`config.mk`:
```
export PLATFORM = sky130hd
export DESIGN_NAME = demux_1to4
export DESIGN_NICKNAME = d
export VERILOG_FILES = /design/src/rtl/demux_pkg.sv /design/src/rtl/dec_2to4.sv /design/src/rtl/demux_1to4.sv
export SDC_FILE = /design/constraint.sdc
export NUM_CORES = 1
export LEC_CHECK = 0
export CORE_AREA = 2 2 48 83
export CTS_CLUSTER_SIZE = 10
export DETAILED_ROUTE_END_ITERATION = 7
export DIE_AREA = 0 0 50 85
export PLACE_DENSITY_LB_ADDON = 0.1
export SYNTH_ARGS = -nofsm -noshare
export SYNTH_HDL_FRONTEND = slang
export SYNTH_SLANG_ARGS = --single-unit
```
`constraint.sdc`:
```
create_clock -name clk -period 1 [get_ports clk]
set_input_delay 0.15 -clock clk [delete_from_list [all_inputs] [get_ports clk]]
set_output_delay 0.15 -clock clk [all_outputs]
set_load 0.02 [all_outputs]
```
`src/rtl/demux_pkg.sv`:
```
// demux_pkg: shared constants for the 1-to-4 registered demultiplexer.
package demux_pkg;
    localparam int NUM_OUT    = 4;
    localparam int SEL_W      = 2;
    localparam int DATA_W_DEF = 8;
endpackage

```
`src/rtl/dec_2to4.sv`:
```
// dec_2to4: combinational 2-to-4 one-hot decoder, all-zero when disabled.
module dec_2to4
    import demux_pkg::*;
(
    input  logic               en_i,
    input  logic [SEL_W-1:0]   sel_i,
    output logic [NUM_OUT-1:0] y_o
);
    always_comb y_o = en_i ? {{(NUM_OUT-1){1'b0}}, 1'b1} << sel_i : '0;
endmodule

```
`src/rtl/demux_1to4.sv`:
```
// demux_1to4: routes in to one of four registered outputs with a one-hot strobe.
// Unselected outputs clear on a transfer when ZERO_UNSEL=1, otherwise they hold.
module demux_1to4
    import demux_pkg::*;
#(
    parameter int DATA_W     = DATA_W_DEF,
    parameter bit ZERO_UNSEL = 1'b1
) (
    input  logic               clk,
    input  logic               rst_n,
    input  logic [DATA_W-1:0]  in,
    input  logic [SEL_W-1:0]   sel,
    input  logic               in_valid,
    output logic [DATA_W-1:0]  out0,
    output logic [DATA_W-1:0]  out1,
    output logic [DATA_W-1:0]  out2,
    output logic [DATA_W-1:0]  out3,
    output logic [NUM_OUT-1:0] out_valid
);
    logic [NUM_OUT-1:0]             valid_d, valid_q;
    logic [NUM_OUT-1:0][DATA_W-1:0] out_d, out_q;

    // Decoder output doubles as per-lane write enable and next strobe.
    dec_2to4 u_dec (
        .en_i  (in_valid),
        .sel_i (sel),
        .y_o   (valid_d)
    );

    always_comb begin
        for (int k = 0; k < NUM_OUT; k++)
            out_d[k] = valid_d[k] ? in : (in_valid && ZERO_UNSEL) ? '0 : out_q[k];
    end

    always_ff @(posedge clk or negedge rst_n) begin
        if (!rst_n) begin
            out_q   <= '0;
            valid_q <= '0;
        end else begin
            out_q   <= out_d;
            valid_q <= valid_d;
        end
    end

    assign out0      = out_q[0];
    assign out1      = out_q[1];
    assign out2      = out_q[2];
    assign out3      = out_q[3];
    assign out_valid = valid_q;
endmodule

```
# After elaboration in Yosys (flattened, before gate mapping)
# Cells that the tools add are included.
# totals
output_inout_bits	36
elab_cells	16
input_bits	13
ff_bits	36
# op_classes
muxes	6
n_reduce_logical	4
shift	1
# ops
cell	n
two-way mux 8 bit	5
nonzero test 2 bit	4
two-way mux 4 bit	1
<< shifter 1 x 2 -> 4 bit (first input constant)	1

# Longest topological paths before layout
# logic_depth
word_depth	3
mapped_depth	4
depth_no_buf	2

# Cells and area by module
# Synthesis repeated with hierarchy kept, for this count alone.
# unflattened
cells_unflattened	80
hier_area_um2	1283.7
# by_module_without_submodules
mod	area_per_inst_um2	cells_each	n_inst	seq_area_each_um2
demux_1to4	1246.2	76	1	900.9
dec_2to4	37.5	4	1	0.0

# Least setup slack after synthesis
# No wires, ideal clock.
# synth_timing
path_type	input to register
from	in in_valid
to	reg out_q (netlist bit out1[0])
t_arrival_ns	0.611
slack_ns	0.265
setup_time_ns	0.123
cell_stages	4
path_buffers	2
required_time_ns	0.877
path_cell_list	buf_4 > inv_4 > buf_4 > o2bb2ai_1
# synth_between
elab_chain_len	2
word_cells_on_any_way	3
classes_between	mux (2); reduce/logical (1)
# synth_rtl
item	line	rtl
from (decl)	demux_1to4.sv:13	input logic in_valid,
two-way mux 4 bit	dec_2to4.sv:9	always_comb y_o = en_i ? {{(NUM_OUT-1){1'b0}}, 1'b1} << sel_i : '0;
two-way mux 8 bit / nonzero test 2 bit (equally long branches)	-	
to (signal assigned)	demux_1to4.sv:40	out_q <= out_d;
to (decl)	demux_1to4.sv:21	logic [NUM_OUT-1:0][DATA_W-1:0] out_d, out_q;
# Several ways; a longest one is shown, not always the timed one.
# A chain may end at the register's enable or synchronous reset.

# Worst setup path in the final report
# layout_timing
from	reg out_q (netlist bit out3[3])
to	out out3[3]
# layout_rtl
item	line	rtl
to (decl)	demux_1to4.sv:17	output logic [DATA_W-1:0] out3,
# No word-level cell between the ends.

==> results.yml <==
global_routing:
  globalRouteTotalUtil: 0.166
  grt_max_degree: 37
  grt_pass1_wl_um: 5420
  grt_pass1_vias: 1131
  grt_overflow: 0
  antenna_found_initial: 0
place:
  gp_congestion: 0.746
  io_buffer_count: 48
  placed_cell_area_um2: 2120
  dp_hpwl_um: 2300
  pre_cts_slack_ps: -304
  dp.cells: 208
route:
  first_pass_iters: 4
  drt-wirelength-per-cell_um: 15.4
  via_count: 1098
  wl_um: 3510
  drc: 0
  first_iter_violations: 9
  routed_via_density: 4.82
  ant_nets: 0
logic_synthesis:
  yosys-top-cells-count: "36 x dfrtp_1, 24 x o2bb2ai_1, 9 x nand2_1, 8 x o2bb2ai_2, 4 x nor2_1"
  netlist.area_leader.share: 0.662
  netlist_area_um2: 1360
  async_reset_ff_frac: 1.00
  yosysUniqueCellTypes: 11
  ys_dominant_reg_cell: "dfrtp_1"
  synth_edf_count: 0
  avgSynthCellArea_um2: 14.8
  syn-instance-count: 92
  synth_nets: 105
  ys_seq_area_frac: 0.662
  ys_warn_count: 0
  yosysMostFrequentCell: "dfrtp_1"
  synth_area_leaders: "dfrtp_1 66%, o2bb2ai_1 15%, o2bb2ai_2 8.8%, nand2_1 2.5%, buf_4 1.7%"
  synth_area_leader_cell: "dfrtp_1"
  ys_seq_elements: 36
power:
  ir_worst_vdd_mv: 1.27
  power_density_nw_per_um2: 1520
  leakagePower_nw: 1.14
  power_mw: 3.47
critical_path:
  crit_fanout: 2
  path_delay_family: "flip-flops"
  worstPathCellList: "buf_2"
  reg2reg_setup_slack_ps: 130
  critPathBufInv: 1
  arrival_ps: 840
  required_ps: 850
  crit_type: "flop to output port"
  startpoint_type: "flop"
  cp_slowest_cell: "dfrtp_1"
  critPathMaxStageDelay_ps: 400
  endpoint_kind: "output port"
die:
  die_area_um2: 4250
  dieHeight_um: 85
  start_util: 0.379
  ios: 49
  chipWidth_um: 50
  design.core.area_um2: 3590
  fp-row-count: 29
clock_tree:
  cts.clk_slew.worst_paths_ps: 80
  htree_levels: 2
  clk_path_buf_depth: 2
  cts_tree: "done"
  cts_root_buf: "clkbuf_8"
  clock_sinks: 36
  clk-insertion-delay-late_ps: 270
  ctsHoldBuffers: 0
  cts_made_buffers: 5
timing:
  hold_viol_final: 0
  setup_viol: 0
  fin_setup_tns_ps: 0
  slew_viol_final: 0
  min_period_ps: 986
  setup_ws_ps: 13.8
  fin_worst_skew_ps: 0
  min_period_over_period: 0.986
  relSlewSlack: 0.848
  worstMarginPinSlew_ps: 228
  whs_ps: 239
  rsz0062_at_grt: "yes"
  max_freq_ghz: 1.01
layout:
  fin_nets: 194
  postLayoutCellArea_um2: 2280
  drive_above_1_share: 0.571
  fin_cells: 228
  num-fill-cells: 307
  final_util: 0.636
  seqCellArea_um2: 901
  antenna_cells: 0
  multi_input_area_um2: 442
  area_growth_syn_to_layout_pct: 68.0
min_path:
  hp-class: "input pin to async pin"
flow_run:
  drv_cap: 0
run_status:
  status: "completed"
## logic make-up (layout without fill, tap and decap cells)
kind of cell,Yosys count,after routing,synth area share
compound gates,32,32,0.243
buf+inv,8,98,0.0451
flops,36,36,0.662
simple gates,16,16,0.0497
## registers in the layout, summed over array words and instances (netlist names)
name,cells
out0,8
out1,8
out2,8
out3,8
out_valid,4
## final cells by class
class,instances,area share
Timing Repair Buffer,89,0.336
Multi-Input combinational cell,48,0.193
Inverter,1,0.00274
Tap cell,46,0.0252
Clock inverter,3,0.0186
Clock buffer,5,0.0301
Sequential cell,36,0.394
## worst paths after layout
check / cells past startpoint / from / end
min reg2reg: 1 / out2[7] / out2[7]
min: 2 / rst_n / out_valid[3]
max reg2reg: 3 / out2[4] / out2[4]
max: 1 / out3[3] / out3[3]
max in group asynchronous: 2 / rst_n / out2[0]
min in group clk: 3 / in[2] / out0[2]
## placed cells by master, fill, tap and decap left out
cell type,count
clkinvlp_4,1
o2bb2ai_1,19
buf_4,37
dfrtp_1,36
clkdlybuf4s50_1,12
nor2_1,4
clkinv_2,1
nand2_2,3
o2bb2ai_2,13
bufinv_16,1
or2_4,1
buf_2,20
buf_12,5
nand2b_2,1
nand2b_1,1
nand2_1,6
inv_4,1
buf_6,15
clkbuf_8,5
## per-layer routing
layer,part of all wire,track usage
met1,0.41,0.229
met2,0.54,0.264
met3,0.042,0.0246
met4,0.0046,0.0606
met5,0,0
## power breakdown
| group | internal, mW | switching (mW) | leakage, nW |
|---|---|---|---|
| Sequential | 1.53 | 0.0501 | 0.485 |
| Combinational | 0.328 | 0.314 | 0.597 |
| Clock | 0.737 | 0.506 | 0.0541 |
## what timing repair did
| item | CTS | global route |
|---|---|---|
| gates resized for setup | 152 | 33 |
| setup buffers | 1 | 11 |
| setup endpoints to repair | 39 | 48 |
(Power assumes the default switching activity.)
